## src/rtl/boa_mem_pkg.sv

```systemverilog
// Shared types for the boa32 memory fabric: request payload, arbiter states
// and the arbiter port limit.
package boa_mem_pkg;

  localparam int unsigned BOA_MEM_ARB_MAX_PORTS = 8;
  localparam int unsigned BOA_MEM_DW            = 32;
  localparam int unsigned BOA_MEM_AW            = 30;
  localparam int unsigned BOA_MEM_BEW           = 4;

  typedef struct packed {
    logic                   re;
    logic [BOA_MEM_BEW-1:0] we;
    logic [31:2]            addr;
    logic [BOA_MEM_DW-1:0]  wdata;
  } boa_mem_req_t;

  typedef enum logic {
    IDLE   = 1'b0,
    LOCKED = 1'b1
  } boa_arb_state_t;

  // A port is requesting when it reads or writes any byte lane.
  function automatic logic is_request(input boa_mem_req_t r);
    return r.re | (|r.we);
  endfunction

endpackage

```

## src/rtl/boa_rr_select.sv

```systemverilog
// Rotating-priority encoder: picks the first set request at or after ptr,
// wrapping to index 0, and returns it as one-hot and as an index.
module boa_rr_select #(
  parameter int unsigned n = 2,
  parameter int unsigned w = 1
) (
  input  logic [n-1:0] req,
  input  logic [w-1:0] ptr,
  output logic [n-1:0] grant,
  output logic [w-1:0] idx,
  output logic         any
);

  logic         hi_any;
  logic [w-1:0] hi_idx;
  logic         lo_any;
  logic [w-1:0] lo_idx;

  // Two scans: indices at/after the pointer first, then the wrapped tail.
  always_comb begin
    hi_any = 1'b0;
    hi_idx = '0;
    lo_any = 1'b0;
    lo_idx = '0;
    for (int i = 0; i < int'(n); i++) begin
      if (!hi_any && req[i] && (w'(i) >= ptr)) begin
        hi_any = 1'b1;
        hi_idx = w'(i);
      end
      if (!lo_any && req[i]) begin
        lo_any = 1'b1;
        lo_idx = w'(i);
      end
    end
  end

  always_comb begin
    any   = hi_any | lo_any;
    idx   = hi_any ? hi_idx : lo_idx;
    grant = '0;
    if (any) grant[idx] = 1'b1;
  end

endmodule

```

## src/rtl/boa_mem_arbiter.sv

```systemverilog
// Shares one downstream memory port between several boa32 bus masters with a
// zero-latency grant in IDLE and a lock held until the owner's mem_ready.
module boa_mem_arbiter #(
  parameter int unsigned ports       = 2,
  parameter int unsigned round_robin = 1
) (
  input  logic                       clk,
  input  logic                       rst,
  input  logic [ports-1:0]           req_re,
  input  logic [ports-1:0][3:0]      req_we,
  input  logic [ports-1:0][31:2]     req_addr,
  input  logic [ports-1:0][31:0]     req_wdata,
  output logic [ports-1:0]           req_ready,
  output logic [31:0]                req_rdata,
  output logic                       mem_re,
  output logic [3:0]                 mem_we,
  output logic [31:2]                mem_addr,
  output logic [31:0]                mem_wdata,
  input  logic                       mem_ready,
  input  logic [31:0]                mem_rdata,
  output logic                       busy,
  output logic [$clog2(ports)-1:0]   grant_id
);

  import boa_mem_pkg::*;

  localparam int unsigned IW = $clog2(ports);

  boa_arb_state_t state;
  logic [IW-1:0]  ptr;
  logic [IW-1:0]  owner;
  logic [IW-1:0]  last_grant;

  boa_mem_req_t   port_req [ports];
  logic [ports-1:0] req_vec;
  logic [ports-1:0] win_onehot;
  logic [IW-1:0]  win_idx;
  logic           win_any;

  boa_mem_req_t   sel;
  logic [IW-1:0]  sel_idx;
  logic           active;

  function automatic logic [IW-1:0] next_ptr(input logic [IW-1:0] i);
    return (i == IW'(ports - 1)) ? '0 : i + IW'(1);
  endfunction

  always_comb begin
    for (int i = 0; i < int'(ports); i++) begin
      port_req[i] = '{re: req_re[i], we: req_we[i], addr: req_addr[i], wdata: req_wdata[i]};
      req_vec[i]  = is_request(port_req[i]);
    end
  end

  boa_rr_select #(
    .n (ports),
    .w (IW)
  ) u_select (
    .req   (req_vec),
    .ptr   (ptr),
    .grant (win_onehot),
    .idx   (win_idx),
    .any   (win_any)
  );

  // The owner is forwarded verbatim while locked, even if it misbehaves.
  always_comb begin
    sel_idx = (state == LOCKED) ? owner : win_idx;
    active  = (state == LOCKED) | win_any;
    sel     = port_req[sel_idx];
  end

  // Reset forces the downstream strobes and all completions low immediately.
  always_comb begin
    mem_re    = 1'b0;
    mem_we    = 4'h0;
    mem_addr  = sel.addr;
    mem_wdata = sel.wdata;
    req_ready = '0;
    req_rdata = mem_rdata;
    busy      = 1'b0;
    grant_id  = last_grant;
    if (rst) begin
      grant_id = '0;
    end else begin
      busy = (state == LOCKED);
      if (active) begin
        grant_id = sel_idx;
        mem_re   = sel.re;
        mem_we   = sel.we;
        if (mem_ready) req_ready[sel_idx] = 1'b1;
      end
    end
  end

  // Arbitration state; the pointer advances past every completing port.
  always_ff @(posedge clk) begin
    if (rst) begin
      state      <= IDLE;
      ptr        <= '0;
      owner      <= '0;
      last_grant <= '0;
    end else begin
      case (state)
        IDLE: begin
          if (win_any) begin
            last_grant <= win_idx;
            if (mem_ready) begin
              if (round_robin != 0) ptr <= next_ptr(win_idx);
            end else begin
              owner <= win_idx;
              state <= LOCKED;
            end
          end
        end
        LOCKED: begin
          if (mem_ready) begin
            state <= IDLE;
            if (round_robin != 0) ptr <= next_ptr(owner);
          end
        end
        default: state <= IDLE;
      endcase
    end
  end

  logic unused_onehot;
  assign unused_onehot = ^win_onehot;

endmodule

```

## config.mk

```make
export PLATFORM = sky130hd
export DESIGN_NAME = boa_mem_arbiter
export DESIGN_NICKNAME = d
export VERILOG_FILES = /design/src/rtl/boa_mem_pkg.sv /design/src/rtl/boa_rr_select.sv /design/src/rtl/boa_mem_arbiter.sv
export SDC_FILE = /design/constraint.sdc
export NUM_CORES = 1
export LEC_CHECK = 0
export CAP_MARGIN = 20
export CELL_PAD_IN_SITES_DETAIL_PLACEMENT = 1
export CELL_PAD_IN_SITES_GLOBAL_PLACEMENT = 2
export CORE_UTILIZATION = 10
export DETAILED_ROUTE_END_ITERATION = 8
export PLACE_DENSITY = 0.95
export RECOVER_POWER = 50
export SLEW_MARGIN = 20
export SYNTH_ARGS = -nofsm -noshare
export SYNTH_HDL_FRONTEND = slang
export SYNTH_SLANG_ARGS = --single-unit
export TNS_END_PERCENT = 5
```

## constraint.sdc

```tcl
create_clock -name clk -period 3.3 [get_ports clk]
set_input_delay 0.66 -clock clk [delete_from_list [all_inputs] [get_ports clk]]
set_output_delay 0.66 -clock clk [all_outputs]
set_load 0.02 [all_outputs]
```

**After elaboration in Yosys (flattened, before gate mapping)**

Cells that the tools add are included.

- Register bits: 4
- Input port bits: 169
- Logic and storage cells: 65

- $add $sub $neg: 2
- $lt $le $gt $ge: 5
- Eq/ne operators: 3
- Multiplexer cells: 32
- Bitwise logic cells: 7
- Reductions and logical operators: 12

Operators by type and width:

| cell | number |
|---|---|
| two-way mux 67 bit | 3 |
| two-way mux 1 bit | 21 |
| two-way mux 4 bit | 2 |
| OR reduction 4 bit | 2 |
| two-way mux 2 bit | 3 |
| inequality test 2 bit (second input constant) | 3 |
| AND reduction 3 bit | 2 |
| logical AND 1 bit | 5 |
| OR 1 bit | 4 |
| one-hot mux 1 bit (2 select lines) | 2 |
| adder 1 bit (second input constant) | 2 |
| >= comparator 1 bit (first input constant) | 2 |
| >= comparator 2 bit (second input constant) | 1 |
| logical NOT 1 bit | 2 |
| less-than comparator 1 x 2 -> 1 bit (second input constant) | 1 |
| NOT 1 bit | 2 |
| NOT 1 -> 2 bit | 1 |
| AND reduction 2 bit | 1 |
| demux 1 bit (select 1 bit) | 1 |
| >= comparator 1 bit (second input constant) | 1 |

**Longest topological paths before layout**

- Depth in word-level cells: 17
- Mapped depth: 5

**Cells and area by module**

From an unflattened synthesis, not the netlist that was laid out.

- Cell total of the unflattened synthesis: 149
- Area, all modules: 1,375.1 µm²

Modules (own cells, without submodules):

| module | instances | cells an instance | area an instance (µm²) | seq. area each (µm²) |
|---|---|---|---|---|
| boa_mem_arbiter | 1 | 144 | 1,342.5 | 80.1 |
| boa_rr_select | 1 | 5 | 32.5 | 0.0 |

**Least setup slack after synthesis**

OpenSTA, ideal clock, no wires.

- Kind: in2out
- From: input port req_re[1]
- To: output port mem_re
- Arrival time: 2.361 ns
- Path slack: 0.279 ns
- Stages: 5
- Cell sequence: or3_1 -> or3_4 -> a31oi_4 -> buf_6 -> mux2i_1

- Word-level cells in the longest chain between the ends: 12
- Elaborated cells between the ends (all ways): 18
- Classes of those cells: 11 x mux; 4 x bitwise; 3 x reduce/logical

Ends and longest elaborated chain:

| element | line | RTL |
|---|---|---|
| from (decl) | boa_mem_arbiter.sv:9 | `input logic [ports-1:0] req_re,` |
| OR 1 bit | boa_mem_pkg.sv:24 | `return r.re \| (\|r.we);` |
| logical AND 1 bit (2 in series) | boa_rr_select.sv:26 | `if (!hi_any && req[i] && (w'(i) >= ptr)) begin` |
| two-way mux 1 bit | boa_rr_select.sv:26 |  |
| two-way mux 1 bit | boa_rr_select.sv:39 | `idx = hi_any ? hi_idx : lo_idx;` |
| two-way mux 1 bit | boa_mem_arbiter.sv:68 | `sel_idx = (state == LOCKED) ? owner : win_idx;` |
| NOT 1 -> 2 bit (implied by the code) | boa_mem_arbiter.sv:70 | `sel = port_req[sel_idx];` |
| two-way mux 67 bit (implied by the code) (3 in series) | boa_mem_arbiter.sv:70 |  |
| two-way mux 1 bit (*) | boa_mem_arbiter.sv:87 | `if (active) begin` |
| two-way mux 1 bit (*) | boa_mem_arbiter.sv:83 | `if (rst) begin` |
| to (decl) | boa_mem_arbiter.sv:15 | `output logic mem_re,` |

Mark *: on every way between the ends. The rest lies on a longest branch, timed or not. The select of a mux whose other input is x is not followed.

**Final worst setup path**

- From: input port req_we[5] in the netlist's numbering
- To: output port mem_addr[10] in the netlist's numbering

- Word-level cells in the longest chain between the ends: 11
- Elaborated cells between the ends (all ways): 14
- Classes of those cells: 8 x mux; 2 x bitwise; 4 x reduce/logical

Ends and longest elaborated chain:

| element | line | RTL |
|---|---|---|
| from (decl) | boa_mem_arbiter.sv:10 | `input logic [ports-1:0][3:0] req_we,` |
| OR reduction 4 bit (*) | boa_mem_pkg.sv:24 |  |
| OR 1 bit (*) | boa_mem_pkg.sv:24 |  |
| logical AND 1 bit (2 in series) | boa_rr_select.sv:26 |  |
| two-way mux 1 bit | boa_rr_select.sv:26 |  |
| two-way mux 1 bit (*) | boa_rr_select.sv:39 |  |
| two-way mux 1 bit (*) | boa_mem_arbiter.sv:68 |  |
| NOT 1 -> 2 bit (implied by the code) (*) | boa_mem_arbiter.sv:70 |  |
| two-way mux 67 bit (implied by the code) (*) (3 in series) | boa_mem_arbiter.sv:70 |  |
| to (decl) | boa_mem_arbiter.sv:17 | `output logic [31:2] mem_addr,` |

Marks and branches as above.

==> impl_metrics.yaml <==
outcome:
  status: "completed"
synth:
  seq_area_frac_synth: 0.0584
  synth.cell_area_sq_um: 1370
  syn_nets: 317
  synth-edff-count: 0
  synth-seq-cells: 4
  synth_cells: 148
  synth_ff_type: "dfxtp_1"
  async_flop_share: 0
  synth.avg_cell_area_sq_um: 9.26
  yosys_warnings: 0
  ys_types: 28
hold_path:
  holdPathStages: 2
  holdPathEnd: "last_grant"
  min_from: "last_grant"
  worstHoldPathType: "reg -> reg"
timing:
  hold_violations: 0
  fin_hold_ws_ps: 497
  timing.slew.headroom: 0.762
  rsz0062_at_grt: "yes"
  drv_slew: 0
  fmaxAchievable_mhz: 305
  fin_crit_ps: 3280
  final-setup-viol-count: 0
  final.setup_skew_ps: 2.42
  fin_crit_sh: 0.993
  layout_setup_ws_ps: 24.0
  worstMarginPinSlew_ps: 348
route:
  via_count: 1856
  drt_iter0_markers: 15
  avgRoutedWirePerCell_microns: 15.2
  drtPass1Iterations: 3
  drtAntennaViolNets: 0
  routed_wl_mm: 7.84
  drc: 0
  post_drt_via_cell_ratio: 3.60
worst_setup_path:
  critical_path_arrival_ps: 2620
  critPathRequiredTime_ps: 2640
  worst_r2r_endpoint: "ptr"
  start_kind: "input pin"
  reg2regPathDepth: 5
  crit_start: "req_we[5]"
  regToRegSetupSlack_ps: 1970
  cp-end-kind: "primary output"
  worstSetupPathType: "in -> out"
  r2r_start: "state"
  cp_max_fo: 5
die:
  io_pins: 272
  core_sq_um: 13300
  die_y_microns: 119
  start_util: 0.103
  fp-row-count: 42
  die-area_sq_um: 14200
  die_x_microns: 119
clocking:
  cts.sinks: 4
  cts_tree: "built"
  clk_pin_slew_ps: 30
  ctsHoldBuffers: 0
  cts_buffers: 3
  clk_latency_ps: 220
  cts_htree_levels: 1
  cts_buffer_depth: 2
  root_buffer: "clkbuf_16"
final_layout:
  multi_input_area_sq_um: 995
  layout_commonest_cell: "clkdlybuf4s50_1"
  area_delta_synth_final_pct: 150
  layout_common_cells: "128 x clkdlybuf4s50_1, 55 x mux2_2, 48 x buf_2, 21 x buf_4, 10 x nand2_1"
  n_antenna_cell: 0
  drive_gt1_frac: 0.469
  fillers: 1573
  num-nets-final: 510
  final_util: 0.258
  regArea_sq_um: 80.1
power:
  p_switching_mw: 0.303
  ir_worst_vdd_v: 0.000196
  combPwrFrac: 0.723
  power_mw: 0.873
  powerDensity_nw_per_um2: 255
  p_clk_frac: 0.214
  p_sw_frac: 0.347
  pwr-share-seq: 0.064
  p_leak_nw: 1.49
  intPower_mw: 0.570
run:
  drv_cap: 0
place:
  port_buffers: 207
  hpwl_mm: 6.05
  gp_congestion: 0.674
  pre_cts_ws_ps: -689
global_route:
  first_global_vias: 2057
  grt_pass1_wl_mm: 11.3
  gr-usage-all-layers: 0.101
  antenna_found_initial: 0
  grt_max_degree: 18
  grt.overflow.total: 0
-- logic make-up (layout without fill, tap and decap cells) --
group / count (synthesis) / count (layout) / synth area share
multiplexers: 67 / 67 / 0.546
buffers and inverters: 42 / 233 / 0.241
AND/OR/NAND/NOR: 25 / 25 / 0.0950
AO/OA/AOI/OAI: 10 / 10 / 0.0594
flip-flops: 4 / 4 / 0.0584
-- synthesized netlist by cell type (2+ instances only) --
| cell | number | area share |
|---|---|---|
| buf_6 | 7 | 0.058 |
| nand2_1 | 10 | 0.027 |
| a21oi_1 | 4 | 0.015 |
| dfxtp_1 | 4 | 0.058 |
| mux2_2 | 58 | 0.48 |
| nor2_1 | 3 | 0.0082 |
| buf_4 | 32 | 0.18 |
| inv_1 | 2 | 0.0055 |
| mux2i_1 | 5 | 0.037 |
| mux2_1 | 4 | 0.033 |
| nand3_1 | 2 | 0.0073 |
-- power by group through the flow --
stage | registers (mW) | logic (mW) | clock network (mW)
2_1_floorplan | 0.0548 | 0.345 | 0
3_3_place_gp | 0.0557 | 0.639 | 0
3_5_place_dp | 0.0564 | 0.646 | 0
4_1_cts | 0.0559 | 0.630 | 0.190
5_1_grt | 0.0563 | 0.667 | 0.194
6_report | 0.0557 | 0.631 | 0.186
-- final cells by class --
cell class	count	area share
Tap cell	176	0.0643
Clock buffer	3	0.0219
Inverter	2	0.00219
Timing Repair Buffer	228	0.598
Sequential cell	4	0.0234
Multi-Input combinational cell	102	0.290
-- worst max-delay path, cell delays in order --
cell and delay (ps):
buf_6 90, or3_4 370, or3_4 400, a31oi_4 240, buf_8 170, buf_6 130, buf_12 100, mux2_4 300
buf_6 140
-- per-layer routing --
metal	up-vias	global-route usage	routed length [microns]
met1	845	0.111	3100
met2	126	0.194	3970
li1	885	-	-
met3	0	0.0330	770
met4	0	0.00554	0
met5	-	0	0
-- sequential cells by signal, summed over array words and instances (netlist names) --
register and count:
last_grant 1, owner 1, ptr 1, state 1
-- what timing repair did --
item,in CTS,in global routing
pin swaps,4,3
buffers inserted,5,3
gates resized for setup,287,40
gates cloned,4,1
endpoints found under the setup margin,70,69
-- worst max-delay path by stage --
stage / to / slack (ps) / depth (start not counted)
2_1_floorplan: mem_re / 280 / 5
3_3_place_gp: mem_wdata[13] / -660 / 7
3_5_place_dp: mem_wdata[13] / -690 / 7
4_1_cts: mem_addr[8] / -110 / 8
5_1_grt: mem_addr[10] / -30 / 9
6_report: mem_addr[10] / 20 / 9
-- through the flow --
stage / setup TNS, ps / area [sq um] / instances
after floorplan: 0 / 1370 / 148
after global placement: -42820 / 3450 / 502
after detailed placement: -44870 / 3450 / 502
after CTS: -1080 / 3410 / 514
after global routing: -208 / 3430 / 515
final: 0 / 3430 / 515
Note: power is estimated with default switching activity, not from simulation.
